==> src/rtl/dcache_pkg.sv <==
// rtl/dcache_pkg.sv - shared types, geometry helpers and byte-enable decode for the n-way data cache
package dcache_pkg;

   typedef enum logic [1:0] {
      WL_8       = 2'd0,
      WL_16      = 2'd1,
      WL_32      = 2'd2,
      WL_ILLEGAL = 2'd3
   } wordlen_e;

   typedef enum logic [1:0] {
      S_IDLE,
      S_RESP,
      S_WB,
      S_FILL
   } state_e;

   localparam int BYTE_LANES = 4;
   localparam int WORD_SHIFT = 2;

   typedef struct packed {
      logic [BYTE_LANES-1:0] be;
      logic                  err;
   } be_dec_t;

   function automatic int offset_bits(input int line_words);
      return (line_words > 1) ? $clog2(line_words) : 0;
   endfunction

   function automatic int tag_bits(input int addrbits, input int line_words);
      return addrbits - offset_bits(line_words) - WORD_SHIFT;
   endfunction

   function automatic be_dec_t be_decode(input logic [1:0] wordlen, input logic [1:0] lo);
      be_dec_t r;
      r.be  = '0;
      r.err = 1'b0;
      case (wordlen_e'(wordlen))
         WL_8:    r.be = 4'b0001 << lo;
         WL_16:   if (lo[0]) r.err = 1'b1; else r.be = 4'b0011 << lo;
         WL_32:   if (lo != 2'b00) r.err = 1'b1; else r.be = 4'b1111;
         default: r.err = 1'b1;
      endcase
      return r;
   endfunction

endpackage

==> src/rtl/dcache_way.sv <==
// rtl/dcache_way.sv - one cache line: tag, valid, dirty, saturating age and word array
module dcache_way
   import dcache_pkg::*;
#(
   parameter int DATABITS   = 32,
   parameter int TAGW       = 28,
   parameter int IDXW       = 2,
   parameter int LINE_WORDS = 4,
   parameter int TTLBITS    = 8
) (
   input  logic                  clk,
   input  logic                  reset_n,
   input  logic [TAGW-1:0]       lookup_tag,
   output logic                  hit,
   output logic                  line_valid,
   output logic                  line_dirty,
   output logic [TAGW-1:0]       line_tag,
   output logic [TTLBITS-1:0]    age,
   input  logic [IDXW-1:0]       rd_idx,
   output logic [DATABITS-1:0]   rd_data,
   input  logic                  wr_en,
   input  logic [IDXW-1:0]       wr_idx,
   input  logic [BYTE_LANES-1:0] wr_be,
   input  logic [DATABITS-1:0]   wr_data,
   input  logic                  set_dirty,
   input  logic                  clr_dirty,
   input  logic                  fill_done,
   input  logic                  age_clr,
   input  logic                  age_inc
);

   logic [DATABITS-1:0] words [LINE_WORDS];

   assign hit     = line_valid && (line_tag == lookup_tag);
   assign rd_data = words[rd_idx];

   always_ff @(posedge clk) begin
      if (wr_en)
         for (int b = 0; b < BYTE_LANES; b++)
            if (wr_be[b]) words[wr_idx][8*b +: 8] <= wr_data[8*b +: 8];
   end

   // A completing fill takes the lookup tag; set_dirty then carries a pending store merge.
   always_ff @(posedge clk or negedge reset_n) begin
      if (!reset_n) begin
         line_valid <= 1'b0;
         line_dirty <= 1'b0;
         line_tag   <= '0;
         age        <= '0;
      end else begin
         if (fill_done) begin
            line_valid <= 1'b1;
            line_tag   <= lookup_tag;
            line_dirty <= set_dirty;
         end else if (clr_dirty) begin
            line_dirty <= 1'b0;
         end else if (set_dirty) begin
            line_dirty <= 1'b1;
         end
         if (age_clr)
            age <= '0;
         else if (age_inc && line_valid && (age != '1))
            age <= age + 1'b1;
      end
   end

endmodule

==> src/rtl/dcache_nway.sv <==
// rtl/dcache_nway.sv - fully-associative write-back data cache with burst fill and dirty write-back
module dcache_nway
   import dcache_pkg::*;
#(
   parameter int ADDRBITS   = 32,
   parameter int DATABITS   = 32,
   parameter int NWAYS      = 4,
   parameter int LINE_WORDS = 4,
   parameter int TTLBITS    = 8
) (
   input  logic                clk,
   input  logic                reset_n,
   input  logic [ADDRBITS-1:0] dcache_addr,
   input  logic [DATABITS-1:0] dcache_datain,
   input  logic                dcache_rdreq,
   input  logic                dcache_wrreq,
   input  logic [1:0]          dcache_wordlen,
   output logic [DATABITS-1:0] dcache_dataout,
   output logic                dcache_valid,
   output logic                dcache_error,
   output logic [ADDRBITS-1:0] mem_addr,
   output logic [DATABITS-1:0] mem_in,
   input  logic [DATABITS-1:0] mem_out,
   input  logic                mem_valid,
   output logic                mem_rdreq,
   output logic                mem_wrreq,
   output logic [15:0]         mem_burstlen
);

   localparam int OFFW = offset_bits(LINE_WORDS);
   localparam int IDXW = (OFFW > 0) ? OFFW : 1;
   localparam int TAGW = tag_bits(ADDRBITS, LINE_WORDS);
   localparam logic [IDXW-1:0] LAST_IDX = IDXW'(LINE_WORDS - 1);

   state_e           state_q, state_d;
   logic [IDXW-1:0]  cnt_q, cnt_d;
   logic [NWAYS-1:0] sel_q, sel_d;
   logic             err_q, err_d;

   logic [TAGW-1:0]  req_tag;
   logic [IDXW-1:0]  req_off;
   be_dec_t          dec;
   logic             is_store;

   logic [NWAYS-1:0]      way_hit, way_valid, way_dirty;
   logic [TAGW-1:0]       way_tag [NWAYS];
   logic [TTLBITS-1:0]    way_age [NWAYS];
   logic [DATABITS-1:0]   way_data [NWAYS];

   logic [NWAYS-1:0]      wr_en, set_dirty, clr_dirty, fill_done, age_clr, age_inc;
   logic [IDXW-1:0]       wr_idx, rd_idx;
   logic [BYTE_LANES-1:0] wr_be;
   logic [DATABITS-1:0]   wr_data, fill_word, sel_data;
   logic [TAGW-1:0]       sel_tag;
   logic [NWAYS-1:0]      victim;
   logic                  vict_dirty;
   logic [TTLBITS:0]      best_key, key;
   int                    vict_idx;

   assign req_tag      = TAGW'(dcache_addr >> (OFFW + WORD_SHIFT));
   assign req_off      = IDXW'((dcache_addr >> WORD_SHIFT) & ADDRBITS'(LINE_WORDS - 1));
   assign dec          = be_decode(dcache_wordlen, dcache_addr[1:0]);
   assign is_store     = dcache_wrreq;
   assign mem_burstlen = 16'(LINE_WORDS);

   for (genvar g = 0; g < NWAYS; g++) begin : g_way
      dcache_way #(
         .DATABITS(DATABITS), .TAGW(TAGW), .IDXW(IDXW),
         .LINE_WORDS(LINE_WORDS), .TTLBITS(TTLBITS)
      ) u_way (
         .clk(clk), .reset_n(reset_n), .lookup_tag(req_tag),
         .hit(way_hit[g]), .line_valid(way_valid[g]), .line_dirty(way_dirty[g]),
         .line_tag(way_tag[g]), .age(way_age[g]),
         .rd_idx(rd_idx), .rd_data(way_data[g]),
         .wr_en(wr_en[g]), .wr_idx(wr_idx), .wr_be(wr_be), .wr_data(wr_data),
         .set_dirty(set_dirty[g]), .clr_dirty(clr_dirty[g]), .fill_done(fill_done[g]),
         .age_clr(age_clr[g]), .age_inc(age_inc[g])
      );
   end

   // Invalid ways outrank every age; strict compare keeps ties on the lowest index.
   always_comb begin
      best_key = '0;
      key      = '0;
      vict_idx = 0;
      for (int i = 0; i < NWAYS; i++) begin
         key = way_valid[i] ? {1'b0, way_age[i]} : '1;
         if (i == 0 || key > best_key) begin
            best_key = key;
            vict_idx = i;
         end
      end
      victim = NWAYS'(1) << vict_idx;
   end

   always_comb begin
      sel_data   = '0;
      sel_tag    = '0;
      vict_dirty = 1'b0;
      for (int i = 0; i < NWAYS; i++) begin
         if (sel_q[i]) begin
            sel_data = sel_data | way_data[i];
            sel_tag  = sel_tag | way_tag[i];
         end
         if (victim[i]) vict_dirty = vict_dirty | way_dirty[i];
      end
   end

   // A store that missed is folded into the fill word as it arrives.
   always_comb begin
      fill_word = mem_out;
      for (int b = 0; b < BYTE_LANES; b++)
         if (is_store && (cnt_q == req_off) && dec.be[b])
            fill_word[8*b +: 8] = dcache_datain[8*b +: 8];
   end

   always_ff @(posedge clk or negedge reset_n) begin
      if (!reset_n) begin
         state_q <= S_IDLE;
         cnt_q   <= '0;
         sel_q   <= '0;
         err_q   <= 1'b0;
      end else begin
         state_q <= state_d;
         cnt_q   <= cnt_d;
         sel_q   <= sel_d;
         err_q   <= err_d;
      end
   end

   always_comb begin
      state_d        = state_q;
      cnt_d          = cnt_q;
      sel_d          = sel_q;
      err_d          = err_q;
      wr_en          = '0;
      wr_idx         = req_off;
      wr_be          = dec.be;
      wr_data        = dcache_datain;
      set_dirty      = '0;
      clr_dirty      = '0;
      fill_done      = '0;
      age_clr        = '0;
      age_inc        = '0;
      rd_idx         = req_off;
      dcache_dataout = '0;
      dcache_valid   = 1'b0;
      dcache_error   = 1'b0;
      mem_addr       = '0;
      mem_in         = '0;
      mem_rdreq      = 1'b0;
      mem_wrreq      = 1'b0;
      case (state_q)
         S_IDLE: begin
            if (dcache_rdreq || dcache_wrreq) begin
               err_d   = dec.err;
               cnt_d   = '0;
               state_d = S_RESP;
               if (!dec.err) begin
                  sel_d   = (|way_hit) ? way_hit : victim;
                  age_clr = sel_d;
                  age_inc = ~sel_d;
                  if (|way_hit) begin
                     if (is_store) begin
                        wr_en     = way_hit;
                        set_dirty = way_hit;
                     end
                  end else begin
                     state_d = vict_dirty ? S_WB : S_FILL;
                  end
               end
            end
         end
         S_RESP: begin
            dcache_valid = 1'b1;
            dcache_error = err_q;
            if (!err_q) dcache_dataout = sel_data;
            state_d = S_IDLE;
         end
         S_WB: begin
            rd_idx    = cnt_q;
            mem_wrreq = 1'b1;
            mem_addr  = ADDRBITS'(sel_tag) << (OFFW + WORD_SHIFT);
            mem_in    = sel_data;
            if (mem_valid) begin
               cnt_d = cnt_q + 1'b1;
               if (cnt_q == LAST_IDX) begin
                  cnt_d     = '0;
                  clr_dirty = sel_q;
                  state_d   = S_FILL;
               end
            end
         end
         S_FILL: begin
            mem_rdreq = 1'b1;
            mem_addr  = ADDRBITS'(req_tag) << (OFFW + WORD_SHIFT);
            wr_idx    = cnt_q;
            wr_be     = '1;
            wr_data   = fill_word;
            if (mem_valid) begin
               wr_en = sel_q;
               cnt_d = cnt_q + 1'b1;
               if (cnt_q == LAST_IDX) begin
                  cnt_d     = '0;
                  fill_done = sel_q;
                  set_dirty = is_store ? sel_q : '0;
                  state_d   = S_RESP;
               end
            end
         end
         default: state_d = S_IDLE;
      endcase
   end

endmodule

==> config.mk <==
export PLATFORM = sky130hd
export DESIGN_NAME = dcache_nway
export DESIGN_NICKNAME = d
export VERILOG_FILES = /design/src/rtl/dcache_pkg.sv /design/src/rtl/dcache_way.sv /design/src/rtl/dcache_nway.sv
export SDC_FILE = /design/constraint.sdc
export NUM_CORES = 1
export LEC_CHECK = 0
export ABC_AREA = 1
export BUFFER_PORTS_ARGS = -buffer_cell sky130_fd_sc_hd__buf_2
export CORE_MARGIN = 3
export CORE_UTILIZATION = 61
export CTS_CLUSTER_DIAMETER = 100
export DETAILED_ROUTE_END_ITERATION = 16
export PLACE_DENSITY = 0.82
export SETUP_SLACK_MARGIN = 0.1
export SLEW_MARGIN = 10
export SYNTH_ARGS = -nofsm -noshare
export SYNTH_HDL_FRONTEND = slang
export SYNTH_HIERARCHICAL = 1
export SYNTH_SLANG_ARGS = --single-unit
==> constraint.sdc <==
create_clock -name clk -period 6.55 [get_ports clk]
set_input_delay 0 -clock clk [delete_from_list [all_inputs] [get_ports clk]]
set_output_delay 0 -clock clk [all_outputs]
set_load 0.1 [all_outputs]
==> out/qor.csv, run 1 <==
metric,value,unit
detail_route.vias_per_cell,5.85,
r2r_start,g_way[0].u_way/line_valid,
drv_slew,0,
grt_start_max_net_pins,209,
yosysWarnings,6,
worstSetupPathDepth,36,
drt-initial-drc-count,2751,
r2r_setup_slack,1260,ps
async_flop_share,0.239,
nNetsFinal,3680,
tns,0,ps
cp.required,7020,ps
status,"complete, no violations",
cts_sinks,673,
postSynthAreaPerCell,9.62,um^2
setup_viol,0,
p_per_area,509,mW/mm^2
cp_num_buf_inv,7,
clockBufferDepth,3,
tightest_slew,1290,ps
cts-buffers-inserted,67,
route.detailed.drc,0,
worstPathArrival,5760,ps
die_h,236,um
path_clk_slew,60,ps
portBuffers,198,
grt_overflow_total,0,
hold_class,input port to register,
leakagePower,14.9,nW
ys_seq_area_frac,0.603,
synth_edf_count,512,
grt_usage,0.291,
place_hpwl,53100,um
post-route-period-util,0.807,
placed_area,0.0335,mm^2
dr.pass1.iters,9,
rsz0062_at_grt,no,
synth_area,0.0322,mm^2
cp_slowest_cell,dfrtp_1,
vias,25005,
ys.flop_type,edfxtp_1,
irDropWorstVdd,0.000448,V
core,0.0517,mm^2
h-tree-depth,3,
hold_viol,0,
r2r_cells,36,
cts_resized,0,
routedWlPerCell,19.5,um
clk_latency,600,ps
antenna_left,0,
cp-end-kind,register,
r2r_end,g_way[2].u_way/age[3],
syn2layout_area_growth,12.7,%
fin_crit,5290,ps
cts_tree,done,
antenna_found_initial,4,
place.gp.congestion,0.893,
drive_above_1_share,0.123,
grt_pass1_wl,128000,um
critPathKind,register to register,
cp-start-kind,register,
max_clock_freq,189,MHz
row_count,83,
critPathCapture,g_way[2].u_way/age[3],
cp_max_fo,20,
grt_pass1_vias,23538,
slew_headroom,0.136,
start_util,0.622,
syn_inst,3347,
final_area,0.0363,mm^2
startpoint,g_way[0].u_way/line_valid,
slowest_delay,450,ps
die_w,236,um
clock_skew,22.4,ps
drt-total-wl,83200,um
dieArea,0.0556,mm^2
max_cap_viol_count,0,
crit_top_cell,nand2_1,
root_buffer,clkbuf_16,
ys_seq_elements,673,
cp_top_family,simple AND/OR/NAND/NOR gates,
synth_cell_types,49,
ioPinCount,219,
-- layer usage --
metal,vias to the layer above,track usage,wire (um)
met5,-,0,22
li1,11754,-,-
met3,223,0.0547,7680
met4,4,0.122,3360
met1,11786,0.369,31200
met2,1238,0.496,40900
-- metrics by stage --
stage               cells  hold slack, ps  worst slack, ps  power [mW]  utilization
finish               4272            25.8             1260        18.5        0.702
global route         4272            52.8              616        19.4        0.702
CTS                  4269            98.0             1250        18.4        0.701
detailed placement   4094             175             1280        14.5        0.648
global placement     4094             180             1380        14.4        0.648
floorplan            3365            -296             1800        12.5            -
-- logic make-up (layout without fill, tap and decap cells) --
family | count (synthesis) | in the layout | share of synthesized area
AOI/OAI and AO/OA | 782 | 782 | 0.147
xor gates and xnor gates | 14 | 14 | 0.00381
adders and majority gates | 37 | 37 | 0.0144
buffers and inverters | 474 | 699 | 0.0608
DFF | 673 | 673 | 0.603
muxes | 8 | 8 | 0.00373
other | 2 | 22 | 0.000233
and+or+nand+nor | 1357 | 1357 | 0.167
-- final cells by class --
type,count,area [um^2]
Antenna cell,2,5.00
Clock buffer,76,1750
Clock inverter,43,395
Fill cell,3670,15400
Inverter,302,1130
Multi-Input combinational cell,2218,11000
Sequential cell,673,19400
Tap cell,680,851
Timing Repair Buffer,278,1770
-- worst min path at each step --
stage,slack (ps),depth (start not counted),end,startpoint
2_1_floorplan,-300,0,cnt_q[0],reset_n
3_3_place_gp,180,1,g_way[3].u_way/line_tag[20],reset_n
3_5_place_dp,180,1,g_way[3].u_way/line_tag[5],reset_n
4_1_cts,100,7,state_q[0],dcache_wordlen[1]
5_1_grt,50,3,g_way[0].u_way/words[2][19],mem_out[19]
6_report,30,3,g_way[1].u_way/words[2][2],mem_out[2]
-- repair_timing --
| action | CTS | global route |
|---|---|---|
| endpoints found under the hold margin | 410 | 0 |
| setup buffers | 0 | 0 |
| hold buffers | 56 | 0 |
-- registers in the layout (all words and copies together) (netlist names) --
| register | count |
|---|---|
| g_way.u_way/words | 512 |
| g_way.u_way/line_tag | 112 |
| g_way.u_way/age | 32 |
| g_way.u_way/line_dirty | 4 |
| g_way.u_way/line_valid | 4 |
| sel_q | 4 |
| cnt_q | 2 |
| state_q | 2 |
| err_q | 1 |
-- worst min-delay path, delay by kind of cell --
family,cells,cell delay [ps]
buffers and inverters,2,140
AOI/OAI and AO/OA,1,220
-- placed cells by master, fill, tap and decap left out, types with 41 or more instances in the layout --
cell / netlist / final
o22ai_1: 129 / 129
dlygate4sd3_1: 0 / 56
inv_1: 289 / 289
edfxtp_1: 512 / 512
clkbuf_16: 0 / 69
a22o_1: 88 / 88
nand2_1: 706 / 706
buf_2: 24 / 197
dfrtp_1: 161 / 157
o21ai_0: 440 / 425
nand3_1: 41 / 41
nor2_1: 523 / 519
-- cell usage after synthesis, drive strengths merged (33+ instances only) --
master,count,share of area
a21oi,42,0.0078
buf,57,0.012
or2,36,0.0070
a221oi,33,0.0090
inv,299,0.035
nand3,43,0.0070
clkbuf,115,0.013
nand2,724,0.086
o21ai,474,0.075
nor2,531,0.063
edfxtp,512,0.48
o22ai,130,0.026
dfrtp,161,0.13
a22o,88,0.024
ha,37,0.014
-- where the power goes --
group / internal, mW / switching (mW) / total, mW
Clock: 2.17 / 1.61 / 3.78
Combinational: 2.16 / 6.67 / 8.83
Sequential: 5.45 / 0.403 / 5.85
No activity file was read; power rests on OpenSTA's default activity.
==> inputs of run 2 (changes only) <==
Clock period 6.55 ns to 5.4 ns, I/O delays scaled along.
==> run 2 against run 1 <==
  * Total power up 23%
  * Setup slack worse by 750 ps
  * Core utilization up 0.56 points
  * Global-route usage up 0.93 points
  * Non-clock buffer count up 18
  * Cell count up 0.54%
  * Routed wire length up 2.5%
  * Sequential power up 22%
  * Critical endpoint is now g_way[1].u_way/age[4]
  * First-iteration DRC count up 3.3%
  * Critical path depth down 1
==> out/qor.csv, run 2 (synthesis gave the netlist of run 1 again) <==
metric,value,unit,change
r2r_start,g_way[1].u_way/age[4],,
hold_class,input port to register,,
status,"complete, no violations",,
clockBufferDepth,3,,unchanged
drv_slew,0,,unchanged
dr.max_layer_used,met5,,
grt_overflow_total,0,,unchanged
ioPinCount,219,,unchanged
fin_ws,510,ps,-752 ps
register_area,0.0194,mm^2,unchanged
detail_route.vias_per_cell,5.91,,+0.94%
drt-initial-drc-count,2842,,+3.3%
regMostFlops,g_way.u_way/words,,
antenna_found_initial,4,,unchanged
cts-buffers-inserted,68,,+1.5%
cp-end-kind,register,,
max_cap_viol_count,0,,unchanged
h-tree-depth,3,,unchanged
hold_end,g_way[3].u_way/words[2][3],,
wl_met2,42100,um,+2.7%
core,0.0517,mm^2,unchanged
grt_pass1_wl,132000,um,+3.0%
multi_input_area,0.0110,mm^2,+0.59%
tns,0,ps,unchanged
drt-total-wl,85300,um,+2.5%
dr.pass1.iters,6,,-3
clock_skew,20.4,ps,-1.97 ps
pre_cts_slack,210,ps,-1070 ps
setup_viol,0,,unchanged
root_buffer,clkbuf_16,,
largest_reg_flops,512,,unchanged
met3_length,7940,um,+3.3%
cts_sinks,673,,unchanged
die_h,236,um,unchanged
cp_max_fo,18,,-10%
max_clock_freq,204,MHz,+8.1%
min_from,dcache_datain[3],,
vias,25377,,+1.5%
hold_viol,0,,unchanged
r2r_cells,35,,-2.8%
path_clk_slew,60,ps,about the same
start_util,0.622,,unchanged
routedWlPerCell,19.9,um,+2.0%
place.gp.congestion,0.885,,-0.93%
fillers,3716,,+1.3%
drive_above_1_share,0.131,,+0.00752
cts_tree,done,,
crit_top_cell,nand2_1,,
tightest_slew,1320,ps,+36.3 ps
leakagePower,15.1,nW,+1.0%
holdPathStages,3,,unchanged
row_count,83,,unchanged
fin_crit,4890,ps,-398 ps
slowest_delay,410,ps,-40 ps
syn2layout_area_growth,13.6,%,
largest_registers,"g_way.u_way/words (512), g_way.u_way/line_tag (112), g_way.u_way/age (32)",,
r2r_end,g_way[1].u_way/age[4],,
slew_headroom,0.111,,-0.0244
grt_pass1_vias,24307,,+3.3%
dieArea,0.0556,mm^2,unchanged
p_per_area,623,mW/mm^2,+22%
antenna_left,0,,unchanged
die_w,236,um,unchanged
grt_usage,0.301,,+0.00927
portBuffers,198,,unchanged
final_common_cell,nand2_1,,
grt_start_max_net_pins,119,,-43%
r2r_setup_slack,510,ps,-750 ps
critPathKind,register to register,,
nNetsFinal,3701,,+0.57%
irDropWorstVdd,0.000854,V,+91%
route.detailed.drc,0,,unchanged
worstPathArrival,5380,ps,-380 ps
final_cell_mix,"705 x nand2_1, 515 x nor2_1, 512 x edfxtp_1, 421 x o21ai_0, 288 x inv_1",,
cp-start-kind,register,,
rsz0062_at_grt,no,,
clk_latency,610,ps,about the same
cp.required,5890,ps,-1130 ps
post-route-period-util,0.906,,+0.0982
cp_slowest_cell,dfrtp_1,,
place_hpwl,54400,um,+2.5%
wl_met1,31800,um,+2.0%
-- run 2: worst max path at each step --
stage	end	slack, ps	cells past startpoint	from
final	g_way[1].u_way/age[4]	510	35	g_way[1].u_way/age[4]
after global routing	g_way[1].u_way/age[4]	110	36	g_way[1].u_way/line_valid
after CTS	g_way[1].u_way/age[4]	210	35	g_way[1].u_way/line_valid
after detailed placement	g_way[3].u_way/age[3]	210	30	g_way[1].u_way/line_valid
after global placement	g_way[3].u_way/age[3]	330	31	g_way[1].u_way/line_valid
after floorplan	g_way[3].u_way/age[5]	650	35	g_way[1].u_way/line_valid
-- run 2: what timing repair did --
action                                  4_1_cts  5_1_grt
hold endpoints to repair                    396        0
gates resized for setup                       0       20
buffers inserted                              0        7
hold buffers                                 58        0
endpoints found under the setup margin        0       33
-- run 2: layout make-up --
type,count,area share
Clock buffer,85,0.0508
Inverter,302,0.0310
Clock inverter,37,0.00958
Tap cell,680,0.0233
Multi-Input combinational cell,2220,0.302
Timing Repair Buffer,296,0.0530
Sequential cell,673,0.531
Antenna cell,2,0.000137
-- run 2: per-stage QoR --
stage	power, mW	instances	instance area [um^2]	util	hold WS (ps)
floorplan	15.2	3365	32300	-	-296
global placement	17.5	4104	33600	0.650	19.4
detailed placement	17.7	4104	33600	0.650	15.9
CTS	22.5	4284	36400	0.704	104
global route	24.0	4294	36600	0.707	25.0
finish	22.8	4295	36600	0.707	26.4
-- run 2: power by group --
group	internal, mW	leakage, nW	switching (mW)
Combinational	2.75	7.44	8.21
Clock	2.70	1.08	1.97
Sequential	6.61	6.53	0.531
-- run 2: per-layer routing --
metal,global-route usage,vias to the layer above
li1,-,11808
met1,0.378,11970
met2,0.511,1340
met3,0.0622,255
met4,0.124,4
met5,0,-
-- run 2: worst max-delay path, delay by kind of cell (launching register included) --
kind	cells	cell delay, ps
AND/OR/NAND/NOR	22	2450
adder cells (fa/ha/maj)	3	920
AO/OA/AOI/OAI	6	680
flip-flops	1	410
buffers and inverters	4	310
